[src/rtl/dlfloat_mac_seq.sv]
// dlfloat_mac_seq: sequencer for the DLFloat16 multiply-accumulate datapath.
// It collects len operand pairs from the host, one 16-bit word per beat (A, then B).
// It clears the accumulator and issues each pair to the MAC. After the last pair it
// waits out the pipeline latency, captures the result and presents it under a
// valid/ready handshake.
//
// Ports:
//   i_clk, i_rst_n            clock, synchronous active-low reset
//   i_start, i_len            command pulse and pair count (sampled in idle only)
//   i_in_valid, i_in_data     host word stream; o_in_ready accepts a word
//   o_mac_a, o_mac_b          registered operands to the datapath
//   o_mac_en, o_acc_clr       one-cycle issue strobe and accumulator clear
//   i_mac_result              datapath accumulator value
//   o_out_valid, o_out_data   captured result; consumed with i_out_ready
//   o_busy                    high whenever the sequencer is not idle
module dlfloat_mac_seq #(
    parameter int unsigned MAC_LATENCY = 3,
    parameter int unsigned LEN_W       = 4
) (
    input  logic             i_clk,
    input  logic             i_rst_n,
    input  logic             i_start,
    input  logic [LEN_W-1:0] i_len,
    input  logic             i_in_valid,
    input  logic [15:0]      i_in_data,
    output logic             o_in_ready,
    output logic [15:0]      o_mac_a,
    output logic [15:0]      o_mac_b,
    output logic             o_mac_en,
    output logic             o_acc_clr,
    input  logic [15:0]      i_mac_result,
    output logic             o_out_valid,
    output logic [15:0]      o_out_data,
    input  logic             i_out_ready,
    output logic             o_busy
);

    localparam int unsigned DRAIN_W = $clog2(MAC_LATENCY + 2);
    // One extra edge past the latency so the sample lands after the result settles.
    localparam logic [DRAIN_W-1:0] DRAIN_INIT = DRAIN_W'(MAC_LATENCY + 1);

    typedef enum logic [2:0] {
        StIdle,
        StLoadA,
        StLoadB,
        StDrain,
        StDone
    } state_e;

    state_e             r_state;
    logic [LEN_W-1:0]   r_remaining;
    logic [DRAIN_W-1:0] r_drain_cnt;
    logic [15:0]        r_op_a;
    logic [15:0]        r_mac_a;
    logic [15:0]        r_mac_b;
    logic               r_mac_en;
    logic               r_acc_clr;
    logic [15:0]        r_out_data;
    logic               w_accept;

    assign o_in_ready  = (r_state == StLoadA) || (r_state == StLoadB);
    assign o_out_valid = (r_state == StDone);
    assign o_busy      = (r_state != StIdle);
    assign o_mac_a     = r_mac_a;
    assign o_mac_b     = r_mac_b;
    assign o_mac_en    = r_mac_en;
    assign o_acc_clr   = r_acc_clr;
    assign o_out_data  = r_out_data;
    assign w_accept    = i_in_valid & o_in_ready;

    always_ff @(posedge i_clk) begin
        if (!i_rst_n) begin
            r_state     <= StIdle;
            r_remaining <= '0;
            r_drain_cnt <= '0;
            r_op_a      <= '0;
            r_mac_a     <= '0;
            r_mac_b     <= '0;
            r_mac_en    <= 1'b0;
            r_acc_clr   <= 1'b0;
            r_out_data  <= '0;
        end else begin
            // Strobes are single-cycle unless re-asserted below.
            r_mac_en  <= 1'b0;
            r_acc_clr <= 1'b0;
            unique case (r_state)
                StIdle: begin
                    if (i_start) begin
                        if (i_len != '0) begin
                            r_remaining <= i_len;
                            r_acc_clr   <= 1'b1;
                            r_state     <= StLoadA;
                        end else begin
                            r_out_data <= '0;
                            r_state    <= StDone;
                        end
                    end
                end
                StLoadA: begin
                    if (w_accept) begin
                        r_op_a  <= i_in_data;
                        r_state <= StLoadB;
                    end
                end
                StLoadB: begin
                    if (w_accept) begin
                        r_mac_a     <= r_op_a;
                        r_mac_b     <= i_in_data;
                        r_mac_en    <= 1'b1;
                        r_remaining <= r_remaining - 1'b1;
                        if (r_remaining == LEN_W'(1)) begin
                            r_drain_cnt <= DRAIN_INIT;
                            r_state     <= StDrain;
                        end else begin
                            r_state <= StLoadA;
                        end
                    end
                end
                StDrain: begin
                    r_drain_cnt <= r_drain_cnt - 1'b1;
                    if (r_drain_cnt == DRAIN_W'(1)) begin
                        r_out_data <= i_mac_result;
                        r_state    <= StDone;
                    end
                end
                StDone: begin
                    if (i_out_ready) begin
                        r_state <= StIdle;
                    end
                end
                default: r_state <= StIdle;
            endcase
        end
    end

endmodule

[config.mk]
export PLATFORM = sky130hd
export DESIGN_NAME = dlfloat_mac_seq
export DESIGN_NICKNAME = d
export VERILOG_FILES = /design/src/rtl/dlfloat_mac_seq.sv
export SDC_FILE = /design/constraint.sdc
export NUM_CORES = 1
export LEC_CHECK = 0
export ABC_AREA = 1
export CAP_MARGIN = 15
export CORE_ASPECT_RATIO = 0.7
export CORE_MARGIN = 4
export CORE_UTILIZATION = 40
export CTS_BUF_LIST = sky130_fd_sc_hd__clkbuf_16
export CTS_CLUSTER_DIAMETER = 60
export CTS_CLUSTER_SIZE = 12
export DETAILED_ROUTE_END_ITERATION = 8
export GPL_TIMING_DRIVEN = 0
export PLACE_DENSITY = 0.81
export SLEW_MARGIN = 30
export SYNTH_ARGS = -nofsm -noshare
export SYNTH_HDL_FRONTEND = slang
export SYNTH_SLANG_ARGS = --single-unit
[constraint.sdc]
create_clock -name i_clk -period 2.1 [get_ports i_clk]
set_input_delay 0.315 -clock i_clk [delete_from_list [all_inputs] [get_ports i_clk]]
set_output_delay 0.315 -clock i_clk [all_outputs]
set_load 0.005 [all_outputs]
Word-level counts from Yosys, hierarchy flattened
Index checks and enable logic that the tools add are counted.
{"block": "word_totals", "register_bits": 76, "latchBits": 0, "ram_bits": 0, "romBits": 0, "n_memories": 0}
{"block": "classes", "add_sub_neg": 2, "n_mul": 0, "div": 0, "n_lt_le_gt_ge": 0, "eq_ne": 14, "shifts": 0, "n_mux": 21, "bitwise": 1, "reduce_logical": 15}
{"cell": "$mux W16", "n": 3}
{"cell": "$pmux W16 S2", "n": 1}
{"cell": "$mux W3", "n": 8}
{"cell": "$pmux W3 S5", "n": 1}
{"cell": "$mux W4", "n": 3}
{"cell": "$ne A2 B2 Y1 const B", "n": 6}
{"cell": "$pmux W4 S2", "n": 1}
{"cell": "$reduce_and A4 Y1", "n": 2}
{"cell": "$eq A3 B1 Y1 const B", "n": 2}
{"cell": "$eq A3 B2 Y1 const B", "n": 2}
{"cell": "$pmux W3 S2", "n": 1}
{"cell": "$reduce_and A2 Y1", "n": 3}
{"cell": "$reduce_and A3 Y1", "n": 2}
{"cell": "$reduce_bool A2 Y1", "n": 3}
{"cell": "$reduce_and A5 Y1", "n": 1}
{"cell": "$eq A4 B1 Y1 const B", "n": 1}
{"cell": "$ne A2 B1 Y1 const B", "n": 2}
{"cell": "$reduce_bool A4 Y1", "n": 1}
{"cell": "$sub A4 B1 Y4 const B", "n": 1}
{"cell": "$eq A3 B3 Y1 const B", "n": 1}
{"cell": "$logic_not A3 Y1", "n": 1}
{"cell": "$reduce_bool A3 Y1", "n": 1}
{"cell": "$sub A3 B1 Y3 const B", "n": 1}
{"cell": "$mux W1", "n": 2}
{"cell": "other kinds (3)", "n": 3}

Depth between registers and ports, before layout
{"block": "depth", "depth_word": 5, "ltp_mapped": 11, "ltp_nobuf": 10}

Least setup slack after synthesis
OpenSTA, ideal clock, no wires.
{"block": "synth_timing", "kind": "register to register", "from": "register r_state[2]", "to": "register r_out_data[10] (netlist: o_out_data[10])", "setup_time_ns": 0.113, "arrival_time_ns": 1.185, "slack_ns": 0.802, "path_stages_with_launch": 11, "synth_period_minus_slack_ns": 1.298, "path_cell_list": "dfxtp_1 buf_6 nor2_2 nand2_1 nand2_1 nand2_2 nor2_4 buf_6 nand2_1 nand2_1 nor2_1"}
{"block": "synth_between", "elab_chain_len": 3}
{"item": "from (decl)", "line_no": "50", "rtl": "state_e r_state;"}
{"item": "from (signal assigned)", "line_no": "73", "rtl": "r_state <= StIdle;"}
{"item": "from (signal assigned)", "line_no": "92", "rtl": "r_state <= StLoadA;"}
{"item": "from (signal assigned)", "line_no": "95", "rtl": "r_state <= StDone;"}
{"item": "$eq A3 B2 Y1 or $logic_not A3 Y1 (tied branches)", "line_no": "86", "rtl": "unique case (r_state)"}
{"item": "$ne A2 B2 Y1 (no line) or $reduce_bool A2 Y1 (tied branches)"}
{"item": "$reduce_and A4 Y1 (no line)"}
{"item": "to (signal assigned)", "line_no": "122", "rtl": "r_out_data <= i_mac_result;"}
{"item": "to (decl)", "line_no": "58", "rtl": "logic [15:0] r_out_data;"}
Parallel ways exist; a longest one is shown, timed or not.
A chain may end at the register's enable or synchronous reset.

Worst setup path in the final report
{"block": "layout_timing", "from": "register r_state[2]", "to": "output port o_in_ready"}
{"block": "layout_between", "elab_chain_len": 2}
{"item": "$eq A3 B1 Y1 or $eq A3 B2 Y1 (tied branches)", "line_no": "61", "rtl": "assign o_in_ready = (r_state == StLoadA) || (r_state == StLoadB);"}
{"item": "$logic_or A1 B1 Y1 (*)", "line_no": "61"}
{"item": "to (decl)", "line_no": "26", "rtl": "output logic o_in_ready,"}
Every way passes the cells marked *; elsewhere a longest branch is shown, timed or not.

==> flow_summary.json <==
{
  "status": "completed",
  "grt_pass1_vias": 3114,
  "skew_ns": 0.00838,
  "p_int_w": 0.00392,
  "antenna_found_initial": 0,
  "whs_ns": 0.358,
  "ys_seq_area_frac": 0.478,
  "fin_nets": 595,
  "clock-root-buffer": "clkbuf_16",
  "cts_tree": "done",
  "wirelength_um": 8920,
  "hold_path_class": "in2reg",
  "numCtsBuffers": 9,
  "finalSetupViolations": 0,
  "clk_pin_slew_worst_paths_ns": 0.06,
  "area_delta_synth_final_pct": 43.9,
  "min_period_ns": 2.03,
  "peakVddDrop_mv": 0.552,
  "die_w_um": 115,
  "synth_nets": 489,
  "n_antenna_cell": 0,
  "hpwl_um": 6400,
  "tightestPinTransition_ns": 0.546,
  "ys_warn_count": 0,
  "relSlewSlack": 0.636,
  "slew_violations": 0,
  "cpMaxStageDelayCell": "clkdlybuf4s50_1",
  "drt_iter0_markers": 222,
  "gp_congestion": 0.851,
  "critical_path_required_ns": 1.78,
  "cp_max_fo": 5,
  "dieArea_mm2": 0.00947,
  "grt_usage": 0.195,
  "slowest_delay_ns": 0.45,
  "overflow": 0,
  "grt_max_degree": 15,
  "postSynthCellCount": 444,
  "path_class": "reg2out",
  "die_h_um": 82.6,
  "worstSetupEndpointType": "primary output",
  "fillers": 681,
  "arrival_ns": 1.71,
  "worstSetupStartpointType": "flop",
  "postRouteAntennaNets": 0,
  "vias_per_cell": 4.88,
  "switching_share": 0.346,
  "dp_slack_ns": 0.148,
  "cts_max_level": 3,
  "drc": 0,
  "start_util": 0.424,
  "timing.setup.tns_ns": 0,
  "portBuffers": 91,
  "ys_ff_latch": 76,
  "power_frac_comb": 0.398,
  "seqPwrFrac": 0.326,
  "cts_max_path_buffers": 2,
  "p_clk_frac": 0.276,
  "grt_pass1_wl_um": 14800,
  "drtPass1Iterations": 5,
  "finish.utilization": 0.609,
  "via_count": 3188,
  "period_share": 0.965,
  "drv_cap": 0,
  "power.density_mw_per_mm2": 1310,
  "cts_hold_buffers": 0,
  "leakagePower_nw": 1.95,
  "drive_above_1_share": 0.0955,
  "setup_slack_ns": 0.0733,
  "grt_setup_unrepaired": "false",
  "core.rowCount": 26,
  "finalHoldViolations": 0,
  "synth_cell_types": 25,
  "coreArea_mm2": 0.00751,
  "ios": 94,
  "clock_sinks": 76,
  "cp_top_family": "buffers and inverters",
  "max_freq_ghz": 0.493,
  "avgSynthCellArea_um2": 7.17,
  "switching_power_w": 0.00208,
  "crit_chain": "buf_6 > inv_2 > nand2_1 > nor2_4 > or2_2 > clkdlybuf4s50_1",
  "wl_per_cell_um": 13.7,
  "syn_area_mm2": 0.00318,
  "worst-path-buf-inv": 3,
  "clk_latency_ns": 0.33
}
synthesized netlist by cell type:
cell / count / area, µm²
o21ai_1: 5 / 25.0
nand4_1: 1 / 6.26
o21ai_0: 28 / 140
nor2_1: 115 / 432
nor3_4: 1 / 16.3
buf_6: 6 / 67.6
a21oi_1: 24 / 120
ha_1: 4 / 50.1
nand3_1: 28 / 140
nor3_1: 2 / 10.0
nor2_4: 2 / 22.5
nor2_8: 1 / 20.0
clkbuf_1: 6 / 22.5
inv_2: 4 / 15.0
inv_1: 18 / 67.6
nand2_1: 101 / 379
dfxtp_1: 76 / 1520
nand3_2: 1 / 10.0
xnor2_1: 1 / 8.76
or2_2: 2 / 12.5
nor2_2: 1 / 6.26
buf_2: 8 / 40.0
nand2_2: 5 / 31.3
buf_1: 3 / 11.3
buf_4: 1 / 7.51
kinds of logic (layout without fill, tap and decap cells):
family | Yosys count | after routing | share of synthesized area
and+or+nand+nor | 260 | 260 | 0.341
DFF | 76 | 76 | 0.478
AOI/OAI and AO/OA | 57 | 57 | 0.0896
buffers and inverters | 46 | 157 | 0.0727
adders and majority gates | 4 | 4 | 0.0157
xor gates and xnor gates | 1 | 1 | 0.00275
layout make-up:
class | count | area [µm²] | share of cell area
clock inverter | 7 | 98.8 | 0.0216
sequential | 76 | 1520 | 0.333
buffer | 24 | 149 | 0.0325
clock buffer | 9 | 225 | 0.0492
inverter | 22 | 82.6 | 0.0180
tap | 98 | 123 | 0.0268
multi-input combinational | 322 | 1440 | 0.314
timing repair buffer | 95 | 941 | 0.205
routing by layer:
metal / up-vias / wire length, µm / GRT usage
met5: - / 0 / 0
met4: 0 / 39 / 0.0403
met3: 5 / 740 / 0.0634
met2: 125 / 4060 / 0.324
met1: 1449 / 4080 / 0.251
li1: 1609 / - / -
timing repair:
| action | in CTS | in global routing |
|---|---|---|
| setup endpoints to repair | 1 | 1 |
| gates cloned | 0 | 0 |
| resized for setup | 3 | 0 |
| setup buffers | 3 | 1 |
| pin swaps | 1 | 1 |
final timing paths:
| check | end | startpoint | slack [ns] | cells after the start |
|---|---|---|---|---|
| setup / recovery | o_in_ready | r_state[2] | 0.07 | 6 |
| hold / removal | r_op_a[3] | i_in_valid | 0.36 | 3 |
| setup reg to reg | r_remaining[3] | r_state[2] | 0.35 | 11 |
| hold reg to reg | r_op_a[11] | r_op_a[11] | 0.46 | 2 |
power groups by stage:
stage	clock network (W)	logic (W)	registers, W
2_1_floorplan	0	0.00141	0.00196
3_3_place_gp	0	0.00222	0.00196
3_5_place_dp	0	0.00230	0.00197
4_1_cts	0.00168	0.00237	0.00195
5_1_grt	0.00174	0.00267	0.00199
6_report	0.00165	0.00239	0.00195
stage by stage:
| step | cells | total power [W] | area [µm²] |
|---|---|---|---|
| floorplan | 444 | 0.00336 | 3180 |
| global placement | 633 | 0.00417 | 4220 |
| detailed placement | 633 | 0.00426 | 4220 |
| CTS | 652 | 0.00600 | 4570 |
| global route | 653 | 0.00640 | 4580 |
| finish | 653 | 0.00599 | 4580 |
registers in the layout (all words and copies together) (netlist names):
name	count
r_remaining	4
r_op_a	16
r_drain_cnt	3
o_acc_clr	1
r_state	3
o_mac_en	1
o_out_data	16
o_mac_b	16
o_mac_a	16
tightest hold or removal path: cells and delay by family:
kind / cells / cell delay, ns
AND/OR/NAND/NOR: 1 / 0.10
buffers and inverters: 1 / 0.17
AO/OA/AOI/OAI: 1 / 0.06
layout by cell type (no fill, tap or decap), types with 6 or more instances in the layout:
| master | count |
|---|---|
| buf_6 | 6 |
| dfxtp_1 | 75 |
| a21oi_1 | 24 |
| nor2_1 | 114 |
| clkbuf_16 | 9 |
| nand3_1 | 28 |
| buf_2 | 8 |
| clkdlybuf4s50_1 | 91 |
| clkbuf_1 | 6 |
| o21ai_0 | 28 |
| nand2_1 | 101 |
| inv_1 | 19 |
No activity file was read; power rests on OpenSTA's default activity.
==> RTL edit: new RTL, same flow settings <==
Re-encode `state_e` (5 states) as Gray code, 3 bits wide.
--- a/src/rtl/dlfloat_mac_seq.sv
+++ b/src/rtl/dlfloat_mac_seq.sv
@@ -40,11 +40,11 @@
     localparam logic [DRAIN_W-1:0] DRAIN_INIT = DRAIN_W'(MAC_LATENCY + 1);
 
     typedef enum logic [2:0] {
-        StIdle,
-        StLoadA,
-        StLoadB,
-        StDrain,
-        StDone
+        StIdle  = 3'b000,
+        StLoadA = 3'b001,
+        StLoadB = 3'b011,
+        StDrain = 3'b010,
+        StDone  = 3'b110
     } state_e;
 
     state_e             r_state;
Function: same outputs for any inputs over 10 cycles, from zero or initial values and one cycle with i_rst_n low; not proved beyond that.
==> RTL edit against the unedited design <==
Synthesized area decreased by 1.2%; cell area shrank 1.3%; maximum frequency grew 3.3%; critical endpoint is now o_busy; routed wire length down 1.1%; sequential cell count is the same; critical path depth is 1 lower; non-clock buffer count decreased by 4; sequential power shrank 9.7%; via count is 0.53% higher; setup slack improved by 0.065 ns; power is 21% lower; critical path type unchanged.
==> RTL edit: results (changes against the unedited design) <==
outcome=completed (unchanged); pin count of the biggest net entering global routing=16 (was 15); crit path DAT=1.65 ns (was 1.71 ns); XOR/XNOR Fraction of Synth Area=0.279% (was 0.275%); Gate power share=27.0% (was 39.8%); register area share after synthesis=48.4% (was 47.8%); via density per instance=5.16 (was 4.88); vias in the first global route=3023 (was 3114); Worst Clk Skew=0.00580 ns (was 0.00838 ns); slowest cell delay on critical path=0.48 ns (was 0.45 ns); setup bufs post-CTS=0 (was 3); Non-clock buffer share=24.4% (was 23.8%); r2r startpoint=r_remaining[1]$_SDFFE_PN0P_ (was r_state[2]$_SDFFE_PN0P_); Syn Nets=460 (was 489); Clock buffers and inverters, area share=7.31% (was 7.08%); global-route wire length before repair=14.2 mm (was 14.8 mm); port bufs=92 (was 91); initial DRC count=183 (was 222); top cell type's share of synthesized area=48.4% (was 47.8%); Filler cells=671 (was 681); CP endpoint=o_busy (was o_in_ready); GPL Wtd Cong=0.903 (was 0.851); drt pass-1 iters=7 (was 5); Commonest cells post-synth=89 x nand2_1, 76 x dfxtp_1, 58 x nor2_1, 51 x a21oi_1, 41 x nand3_1 (was 115 x nor2_1, 101 x nand2_1, 76 x dfxtp_1, 28 x nand3_1, 28 x o21ai_0); Worst Tran Pin Value=0.527 ns (was 0.546 ns); multi-input gates=293 (was 322); crit path max fanout=7 (was 5); nonclk buf count=115 (was 119); CP Launch Point=r_state[0]$_SDFFE_PN0P_ (was r_state[2]$_SDFFE_PN0P_); Multi-input gate area=1360 µm² (was 1440 µm²); Total GRT Usage=19.1% (was 19.5%); r2r worst-path depth=7 (was 11); Root Buffer=clkbuf_16 (unchanged); layout cells sized above 1=9.37% (was 9.55%); Lkg Pwr=1.73 nW (was 1.95 nW); count of non-CTS inverters in the layout=23 (was 22); slowest CP cell=dfxtp_1 (was clkdlybuf4s50_1); Seq pwr share=37.1% (was 32.6%); Gates resized, CTS repair=0 (was 3); Max VDD drop=0.000424 V (was 0.000552 V)
-- RTL edit: changes by cell type in the layout (fill, tap and decap cells not counted), moves of 3 or more --
cell / unedited run / this run
nor2_1: 114 / 58
a21oi_1: 24 / 51
nand3_1: 28 / 41
nand2_1: 101 / 89
buf_1: 3 / 0
buf_12: 0 / 3
buf_6: 6 / 3
-- RTL edit: through the flow --
stage | hold WS, ns | cell area (µm²) | power (mW) | instances | setup slack (ns)
after floorplan | 0.450 | 3140 | 2.61 | 415 | 0.803
after global placement | 0.452 | 4190 | 2.99 | 605 | 0.297
after detailed placement | 0.456 | 4190 | 3.04 | 605 | 0.285
after CTS | 0.350 | 4520 | 4.74 | 621 | 0.134
after global routing | 0.374 | 4520 | 5.00 | 621 | 0.0471
final | 0.359 | 4520 | 4.73 | 621 | 0.138
-- RTL edit: layer usage --
metal | routed length [µm] | global-route usage (%)
met5 | 0 | 0
met4 | 94 | 4.74
met3 | 591 | 6.41
met2 | 4140 | 31.5
met1 | 4000 | 24.3
